## src/rtl/regfile_pkg.sv

```systemverilog
// Shared register-file types: index/data widths and the pending-write entry.
package regfile_pkg;

  localparam int ADDR_W   = 4;
  localparam int DATA_W   = 32;
  localparam int NUM_REGS = 16;

  typedef struct packed {
    logic [ADDR_W-1:0] dest;
    logic [DATA_W-1:0] data;
  } wb_entry_t;

endpackage

```

## src/rtl/wbq_fwd_lookup.sv

```systemverilog
// Youngest-match search of the pending-write entries for one read-port index.
module wbq_fwd_lookup
  import regfile_pkg::*;
#(
  parameter int DEPTH = 4,
  parameter int PTR_W = $clog2(DEPTH)
) (
  input  wb_entry_t         entries [DEPTH],
  input  logic [DEPTH-1:0]  valid,
  input  logic [PTR_W-1:0]  head,
  input  logic [ADDR_W-1:0] addr,
  output logic              hit,
  output logic [DATA_W-1:0] data
);

  logic [PTR_W-1:0] idx;

  // Walk oldest to youngest from the head so the last match overrides earlier ones.
  always_comb begin
    hit  = 1'b0;
    data = '0;
    idx  = head;
    for (int k = 0; k < DEPTH; k++) begin
      idx = head + PTR_W'(k);
      if (valid[idx] && (entries[idx].dest == addr)) begin
        hit  = 1'b1;
        data = entries[idx].data;
      end
    end
  end

endmodule

```

## src/rtl/regfile_writeback_queue.sv

```systemverilog
// Pending-write FIFO draining into the register file write port, with read forwarding.
module regfile_writeback_queue #(
  parameter int DEPTH  = 4,
  parameter int DATA_W = 32,
  parameter int ADDR_W = 4
) (
  input  logic                   clk,
  input  logic                   reset_n,
  input  logic                   in_valid,
  output logic                   in_ready,
  input  logic [ADDR_W-1:0]      in_dest,
  input  logic [DATA_W-1:0]      in_data,
  input  logic                   rf_stall,
  output logic                   rf_ld,
  output logic [ADDR_W-1:0]      rf_dest,
  output logic [DATA_W-1:0]      rf_data,
  input  logic [ADDR_W-1:0]      fwd_addr_a,
  input  logic [ADDR_W-1:0]      fwd_addr_b,
  output logic                   fwd_hit_a,
  output logic                   fwd_hit_b,
  output logic [DATA_W-1:0]      fwd_data_a,
  output logic [DATA_W-1:0]      fwd_data_b,
  output logic [$clog2(DEPTH):0] count,
  output logic                   empty
);

  import regfile_pkg::*;

  localparam int PTR_W = $clog2(DEPTH);
  localparam int CNT_W = PTR_W + 1;

  wb_entry_t        mem [DEPTH];
  logic [DEPTH-1:0] valid;
  logic [PTR_W-1:0] head;
  logic [PTR_W-1:0] tail;
  logic [CNT_W-1:0] count_q;
  logic             full;
  logic             push;
  logic             pop;

  assign count    = count_q;
  assign empty    = (count_q == '0);
  assign full     = (count_q == CNT_W'(DEPTH));
  assign in_ready = !full;
  assign rf_ld    = !empty && !rf_stall;
  assign push     = in_valid && in_ready;
  assign pop      = rf_ld;
  assign rf_dest  = empty ? '0 : mem[head].dest;
  assign rf_data  = empty ? '0 : mem[head].data;

  // Storage needs no reset: the valid bits and count gate every use of it.
  always_ff @(posedge clk) begin
    if (push) begin
      mem[tail] <= '{dest: in_dest, data: in_data};
    end
  end

  // Push and pop never touch the same slot: that would need count 0 and DEPTH at once.
  always_ff @(posedge clk or negedge reset_n) begin
    if (!reset_n) begin
      valid   <= '0;
      head    <= '0;
      tail    <= '0;
      count_q <= '0;
    end else begin
      if (push) begin
        valid[tail] <= 1'b1;
        tail        <= tail + 1'b1;
      end
      if (pop) begin
        valid[head] <= 1'b0;
        head        <= head + 1'b1;
      end
      if (push && !pop) begin
        count_q <= count_q + 1'b1;
      end else if (!push && pop) begin
        count_q <= count_q - 1'b1;
      end
    end
  end

  wbq_fwd_lookup #(.DEPTH(DEPTH), .PTR_W(PTR_W)) u_fwd_a (
    .entries (mem),
    .valid   (valid),
    .head    (head),
    .addr    (fwd_addr_a),
    .hit     (fwd_hit_a),
    .data    (fwd_data_a)
  );

  wbq_fwd_lookup #(.DEPTH(DEPTH), .PTR_W(PTR_W)) u_fwd_b (
    .entries (mem),
    .valid   (valid),
    .head    (head),
    .addr    (fwd_addr_b),
    .hit     (fwd_hit_b),
    .data    (fwd_data_b)
  );

endmodule

```

## config.mk

```make
export PLATFORM = sky130hd
export DESIGN_NAME = regfile_writeback_queue
export DESIGN_NICKNAME = d
export VERILOG_FILES = /design/src/rtl/regfile_pkg.sv /design/src/rtl/wbq_fwd_lookup.sv /design/src/rtl/regfile_writeback_queue.sv
export SDC_FILE = /design/constraint.sdc
export NUM_CORES = 1
export LEC_CHECK = 0
export ABC_AREA = 1
export CAP_MARGIN = 20
export CORE_UTILIZATION = 55
export DETAILED_ROUTE_END_ITERATION = 8
export PLACE_DENSITY_LB_ADDON = 0.25
export REMOVE_ABC_BUFFERS = 1
export SLEW_MARGIN = 10
export SYNTH_ARGS = -nofsm -noshare
export SYNTH_HDL_FRONTEND = slang
export SYNTH_SLANG_ARGS = --single-unit
```

## constraint.sdc

```tcl
create_clock -name clk -period 9 [get_ports clk]
set_clock_uncertainty 0.2 [all_clocks]
set_input_delay 1.8 -clock clk [delete_from_list [all_inputs] [get_ports clk]]
set_output_delay 1.8 -clock clk [all_outputs]
set_load 0.05 [all_outputs]
```

==> metrics.txt, run 1 <==
reg2reg start count[0]$_DFFE_PN0P_; Tcrit/Tclk final 0.847; multi-input logic area 0.00635 mm²; Initial Utilization 0.567; finished layout cell area 0.0142 mm²; layout cells sized above 1 0.0884; DRT Wirelength ~34000 µm; fin. max-slew vios 0; Rel. slew slack 0.308; Req. time, crit path approximately 7.0 ns; Post-Syn Area 0.0121 mm²; Post-synth top cells 473 x nand2_1, 282 x nor2_1, 154 x o21ai_0, 148 x inv_1, 144 x edfxtp_1; core area 0.0213 mm²; initial antenna violation count 0; post-route ant nets 0; Worst path top cell family by delay buffers and inverters; DRC errors left 0; top-count cell post-synth nand2_1; net count reported at finish approximately 1900; Data arrival, critical path 5.62 ns; register bit total from synthesis 155; clock sinks between 150 and 200; Mean Syn Cell Area 6.99 µm²; clk buf depth 2; CP cell instances inv_4 -> ha_1 -> inv_4 -> nand3_1 -> nand2_1 -> nand2_1 -> nand2_1 -> nor2_4 -> buf_4 -> nand3_2 -> buf_4 -> o21ai_1 -> nand2_1 -> a21oi_1 -> clkdlybuf4s50_1; Achievable Freq 131 MHz; YS warnings 0; area added between synthesis and finish 17.6%; slowest cell on the critical path clkdlybuf4s50_1; top-area cell type share of the netlist area 0.358; pre-CTS setup slack 1.79 ns; Root Driver clkbuf_16; total global routing track utilization 0.306; Setup CP Type reg -> out; RD Place Congestion 0.902; DIE AREA 0.0226 mm²; cell mode on critical path nand2_1; Netlist cell types 38; GR Overflow Total 0; Post-synth EDFFs 144; RSZ-0062 raised after global routing false; synth top area cells edfxtp_1 36%, nand2_1 15%, nor2_1 8.8%; depth of the worst hold-timing path 2; Final WS setup roughly 1.4 ns; CP bufs+invs 5; clk_lat worst skew between 0.4 and 0.5 ns; largest net degree at the start of global routing ~100; CTS tree done; worst-margin pin slew 1.04 ns; min Tclk post-route around 7.6 ns; Final Hold Fails 0; row count 53; worst reg-to-reg path cell count 8; final setup fails 0; r2r setup slk 6.28 ns; HP Start valid[3]$_DFF_PN0_; io pins 156; Top FF cell, synth edfxtp_1; synthesized instance count around 1700; Cell Area, Placed approximately 0.014 mm²; die height 150 µm; Worst Hold End valid[3]$_DFF_PN0_; maxcap violations 0; critical path's largest stage delay 0.83 ns; FF+latch area 0.00460 mm²; Critical R2R Capture count[1]$_DFFE_PN0P_; port buffer count approximately 160; first-pass GRT wire length 53300 µm; clk slew on worst S/H paths roughly 0.06 ns; TritonRoute pass-1 iters 6; WL/cell 16.1 µm; CP startpoint kind flop; diode count 0; Critical Path Sink Type primary output; die span in x 150 µm; Async SR Flop Fraction 0.0710; Post-CTS Setup Bufs 0; filler cell count 1741; DR iter-0 viols around 1000; htree depth 4; Worst Hold Class reg -> reg; status finished clean; via count between 10000 and 15000; post-synthesis sequential area ratio 0.381; CTS Buf Count 17; routed vias/inst approximately 5.6; maximum fanout along the worst path just under 50; # hold bufs at CTS 0; Final HPWL DP 21300 µm; # resized after CTS 0; vias in the first global route 10662; area leader, netlist edfxtp_1
==> cell usage in the layout, fill, tap and decap left out, types with 4 or more instances in the layout <==
master	n
mux2i_1	45
or2_0	9
nand4_1	28
buf_4	16
o21ai_0	154
nor2_1	278
a21oi_1	17
nand3_2	5
dfrtp_1	10
inv_1	147
nand2_1	473
o21ai_2	15
xor2_1	7
or2_2	67
nand3b_1	4
clkdlybuf4s50_1	155
nand3_1	103
or2_1	4
edfxtp_1	144
o21ai_1	37
clkinv_2	4
nand2_2	5
o21a_1	26
ha_1	9
clkbuf_16	17
nor2_4	11
==> routing by layer <==
layer  GRT usage  part of all wire
met1       0.403              0.40
met2       0.508              0.47
met3      0.0391              0.10
met4       0.131             0.027
met5           0                 0
==> sequential cells by signal (all words and copies together), names as in the netlist <==
name,cells
count,3
head,2
mem,144
tail,2
valid,4
==> area by class of cell <==
type,instances,share of cell area
well taps,275,0.0242
repair buffers,175,0.124
multi-input cells,1306,0.447
clock buffers,20,0.0308
inverters,154,0.0411
clock inverters,12,0.00872
flip-flops and latches,155,0.324
==> per-stage QoR <==
| step | utilization | hold slack, ns | TNS, ns | cells |
|---|---|---|---|---|
| global route | 0.667 | 0.378 | 0 | 2097 |
| global placement | 0.639 | 0.311 | 0 | 2064 |
| finish | 0.667 | 0.339 | 0 | 2097 |
| detailed placement | 0.639 | 0.324 | 0 | 2064 |
| floorplan | - | 0.295 | -171.41 | 1615 |
| CTS | 0.666 | 0.337 | 0 | 2096 |
==> worst max path at each step <==
stage | start | to | slack [ns] | depth (start not counted)
final | head[1]$_DFFE_PN0N_ | fwd_data_b[14] | 1.38 | 15
after global routing | head[0]$_DFFE_PN0N_ | fwd_data_b[1] | 1.14 | 14
after CTS | head[1]$_DFFE_PN0N_ | fwd_data_b[14] | 1.47 | 14
after detailed placement | fwd_addr_b[0] | fwd_data_b[14] | 1.79 | 12
after global placement | fwd_addr_b[0] | fwd_data_b[11] | 1.87 | 12
after floorplan | head[0]$_DFFE_PN0N_ | fwd_data_a[0] | -2.87 | 9
==> cell families (layout without fill, tap and decap cells) <==
logic type,Yosys count,count (layout),share of synthesized area
simple gates,990,990,0.350
buf+inv,267,361,0.0990
compound gates,251,251,0.114
flops,155,155,0.381
mux,46,46,0.0382
fa+ha+maj,10,10,0.0110
xor+xnor,9,9,0.00653
==> worst register-to-register path, stage by stage, from the launching register on <==
cell     delay, ns
dfrtp_1       0.46
nor3_2        0.09
buf_4         0.21
nor2_1        0.58
inv_1         0.10
ha_1          0.20
inv_1         0.09
fa_1          0.41
mux2_2        0.26
Power of run 1 is left out: the tool's default activity adds up to more than one toggle a clock period on the data nets, which glitch-free logic cannot reach.
==> run 2: changes to the inputs <==
CORE_UTILIZATION = 52   (was 55)
clock period = 6.2 ns   (was 9 ns; I/O delays follow)
==> run 2 against run 1 <==
Sequential share of layout area shrank 0.91 points; die area grew 5.7%; register-to-register slack lost 3.0 ns; hold slack lost 0.0034 ns; setup slack lost 0.73 ns; first-iteration DRC count grew 2.9%; critical path depth shrank 1; cell count grew 0.86%; global-route usage shrank 1.6 points; count of clock-buffer cells in the layout shrank 3; critical path type unchanged; largest cell class unchanged; highest routed layer unchanged.
==> metrics.txt, run 2 (same netlist as run 1, synthesis figures left out) <==
status finished clean; clk buf depth 2; CP startpoint kind flop; GR Overflow Total 0; reg2reg start count[0]$_DFFE_PN0P_; first-pass GRT wire length 54500 µm; pre-CTS setup slack approximately 1.1 ns; # hold bufs at CTS 0; fin. max-slew vios 0; Achievable Freq 180 MHz; most frequent cells in the layout 473 x nand2_1, 278 x nor2_1, 154 x o21ai_0, 147 x inv_1, 144 x edfxtp_1; r2r setup slk 3.27 ns; largest net degree at the start of global routing 101; WL/cell 15.9 µm; DRT Wirelength 33700 µm; max reg flops 144; htree depth 4; finished layout cell area 0.0146 mm²; Final WS setup 0.650 ns; crit path capture fwd_data_b[11]; DRC errors left 0; RSZ-0062 raised after global routing false; Rel. slew slack 0.287; Post-CTS Setup Bufs 0; net count reported at finish 1873; setup tns final 0 ns; initial antenna violation count 2; total global routing track utilization 0.290; min Tclk post-route 5.55 ns; DR iter-0 viols 1074; commonest non-fill, non-tap cell in the layout nand2_1; die span in x 154 µm; Setup CP Type reg -> out; # resized after CTS 0; crit path launch head[1]$_DFFE_PN0N_; maximum fanout along the worst path 69; final setup fails 0; Tcrit/Tclk final 0.895; layout cells sized above 1 0.130; Initial Utilization 0.532; RD Place Congestion roughly 0.86; Cell Area, Placed 0.0140 mm²; Critical R2R Capture count[2]$_DFFE_PN0P_; worst reg-to-reg path cell count 10; clk_lat worst skew between 0.4 and 0.5 ns; row count 55; CTS tree done; filler cell count 2011; area added between synthesis and finish 20.9%; Critical Path Sink Type primary output; TritonRoute pass-1 iters 8; Data arrival, critical path roughly 4.1 ns; post-route ant nets 0; via count 11761; worst-margin pin slew 1.07 ns; port buffer count 155; clk slew on worst S/H paths approximately 0.07 ns; die height 154 µm; routed vias/inst 5.56; Final Hold Fails 0; core area roughly 0.023 mm²; Final HPWL DP 21900 µm; clock sinks 155; Most flops, register mem; Req. time, crit path 4.76 ns; vias in the first global route 10995; depth of the worst hold-timing path 2; Root Driver clkbuf_16; Worst Hold Class reg -> reg; DIE AREA 0.0238 mm²; io pins 156; CTS Buf Count 17; maxcap violations 0
==> run 2: cell types whose count changed in the layout (fill, tap and decap cells not counted), sizes merged <==
cell           before  now
clkinv              8    6
clkdlybuf4s50     155   89
clkinvlp            3    2
buf                20   92
clkbuf             20   17
inv               153  160
bufinv              2    1
diode               0    2
==> run 2: stage by stage <==
stage	hold slack, ns	utilization	cells
floorplan	0.295	-	1615
global placement	0.306	0.616	2081
detailed placement	0.323	0.616	2081
CTS	0.337	0.643	2113
global route	0.387	0.643	2114
finish	0.335	0.643	2115
==> run 2: how the worst min path moves through the flow <==
stage / startpoint / to / slack (ns)
4_1_cts: valid[0]$_DFF_PN0_ / valid[0]$_DFF_PN0_ / 0.34
6_report: valid[0]$_DFF_PN0_ / valid[0]$_DFF_PN0_ / 0.34
3_5_place_dp: valid[3]$_DFF_PN0_ / valid[3]$_DFF_PN0_ / 0.32
3_3_place_gp: valid[0]$_DFF_PN0_ / valid[0]$_DFF_PN0_ / 0.31
2_1_floorplan: valid[3]$_DFF_PN0_ / valid[3]$_DFF_PN0_ / 0.29
5_1_grt: valid[3]$_DFF_PN0_ / valid[3]$_DFF_PN0_ / 0.39
==> run 2: critical path, stage by stage (launching register included) <==
cell	delay (ns)
dfrtp_1	0.73
inv_4	0.04
ha_1	0.42
inv_4	0.31
buf_4	0.55
nand3_1	0.14
nand2_1	0.18
xor2_1	0.16
nand3b_1	0.13
nor2_4	0.13
buf_12	0.30
inv_1	0.19
nor2_1	0.13
a21oi_1	0.08
buf_12	0.16
==> run 2: area by class of cell <==
class | instances | area [µm²] | area share
clock inverters | 15 | 178 | 0.0122
repair buffers | 181 | 2110 | 0.144
multi-input cells | 1306 | 6350 | 0.435
clock buffers | 17 | 425 | 0.0291
well taps | 285 | 357 | 0.0244
inverters | 154 | 583 | 0.0399
diodes | 2 | 5.00 | 0.000343
flip-flops and latches | 155 | 4600 | 0.315
==> run 2: per-layer routing <==
layer,up-vias,part of all wire,GRT usage
met5,-,0,0
met4,0,0.026,0.113
met3,78,0.090,0.0639
met2,538,0.47,0.490
met1,5391,0.41,0.362
li1,5754,-,-
Power of run 2 is left out for the same reason.
==> run 3: changes to the inputs <==
CORE_ASPECT_RATIO = 1.75   (was not set)
==> run 3 against run 2 <==
The run now ends with design-rule violations left; first-iteration DRC count fell by 14%; utilization fell by 0.10 points; register-to-register slack improved by 0.20 ns; via count rose by 1.8%; count of clock-buffer cells in the layout rose by 3; setup slack got worse by 0.15 ns; sequential share of layout area barely moved; largest cell class unchanged.
==> metrics.txt, run 3 (same netlist as run 1, synthesis figures left out) <==
Final Hold Fails 0; maxcap violations 0; fin. max-slew vios 0; CTS Buf Count 17; Hold WS 0.328 ns; DIE AREA about 0.024 mm²; Final HPWL DP ~23000 µm; via count 11973; area added between synthesis and finish 20.9%; routed vias/inst 5.62; status finished, violations left; net count reported at finish 1876; clk_lat worst skew 0.42 ns; # resized after CTS 0; Most flops, register mem; commonest non-fill, non-tap cell in the layout nand2_1; CP startpoint kind flop; CP cell instances inv_2 -> buf_4 -> nand2_1 -> nand3_1 -> nand2_1 -> nand2_1 -> nand2_1 -> nor2_4 -> nand3_2 -> buf_4 -> nand2_1 -> nand3_1 -> nand2_1 -> nand2_1 -> buf_4; clock sinks approximately 160; die span in x 117 µm; Setup CP Type reg -> out; htree depth 4; final core occ 0.642; Post-CTS Setup Bufs 0; Initial Utilization 0.531; Rel. slew slack 0.304; TritonRoute pass-1 iters 7; worst-margin pin slew 1.04 ns; clk slew on worst S/H paths approximately 0.060 ns; first-pass GRT wire length 56000 µm; # hold bufs at CTS 0; maximum fanout along the worst path 70; DRT Wirelength 35600 µm; max reg flops about 140; Achievable Freq approximately 180 MHz; port buffer count 155; GR Overflow Total 0; Worst Hold Class reg -> reg; Req. time, crit path 4.76 ns; largest net degree at the start of global routing 103; final setup fails 0; Worst path top cell family by delay buffers and inverters; DR iter-0 viols slightly above 900; setup tns final 0 ns; layout cells sized above 1 0.130; Tcrit/Tclk final 0.919; DRC errors left 2; min Tclk post-route about 5.7 ns; total global routing track utilization 0.309; failing checks design-rule violations; RSZ-0062 raised after global routing false; die height 204 µm; post-route ant nets 0; RD Place Congestion 0.891; critical path's largest stage delay 0.62 ns; clk buf depth 2; CTS tree done; CP bufs+invs 4; io pins 156; WL/cell 16.7 µm; Data arrival, critical path 4.26 ns; Final WS setup 0.500 ns; initial antenna violation count 1; most frequent cells in the layout 473 x nand2_1, 278 x nor2_1, 154 x o21ai_0, 147 x inv_1, 144 x edfxtp_1; Root Driver clkbuf_16; row count 73; vias in the first global route approximately 12000; slowest cell on the critical path buf_4; core area 0.0227 mm²; cell mode on critical path nand2_1; pre-CTS setup slack 0.991 ns; Critical Path Sink Type primary output
-- run 3: cell types whose count changed in the layout (fill, tap and decap cells not counted), sizes merged --
| cell | before | now |
|---|---|---|
| buf | 92 | 95 |
| inv | 160 | 154 |
| clkbuf | 17 | 20 |
| clkinvlp | 2 | 5 |
| diode | 2 | 1 |
-- run 3: area by class of cell --
class / instances / area (µm²)
Fill cell: 1950 / 8140
Clock inverter: 12 / 116
Multi-Input combinational cell: 1306 / 6350
Antenna cell: 1 / 2.50
Clock buffer: 20 / 447
Sequential cell: 155 / 4600
Tap cell: 300 / 375
Timing Repair Buffer: 184 / 2130
Inverter: 154 / 583
-- run 3: final timing paths --
path,from,to,slack (ns),cells after the start
hold / removal,valid[0]$_DFF_PN0_,valid[0]$_DFF_PN0_,0.33,2
hold reg to reg,valid[0]$_DFF_PN0_,valid[0]$_DFF_PN0_,0.33,2
max in group asynchronous,reset_n,head[0]$_DFFE_PN0N_,4.35,1
setup / recovery,head[0]$_DFFE_PN0N_,fwd_data_b[13],0.50,15
min in group asynchronous,reset_n,count[2]$_DFFE_PN0P_,1.00,1
setup reg to reg,count[0]$_DFFE_PN0P_,mem[10]$_DFFE_PP_,3.47,5
-- run 3: tightest hold or removal path, delay by kind of cell (launching register included) --
family,cells,cell delay (ns)
flops,1,0.34
simple gates,1,0.05
compound gates,1,0.10
-- run 3: per-layer routing --
metal	vias to the layer above	global-route usage	routed length, µm
li1	5757	-	-
met1	5504	0.355	13100
met2	580	0.545	18400
met3	132	0.0351	2480
met4	0	0.174	1680
met5	-	0	0
-- run 3: stage by stage --
stage / std cells / cell area [µm²]
floorplan: 1615 / 11500
global placement: 2099 / 14000
detailed placement: 2099 / 14000
CTS: 2131 / 14600
global route: 2132 / 14600
finish: 2132 / 14600
Power of run 3 is left out for the same reason.
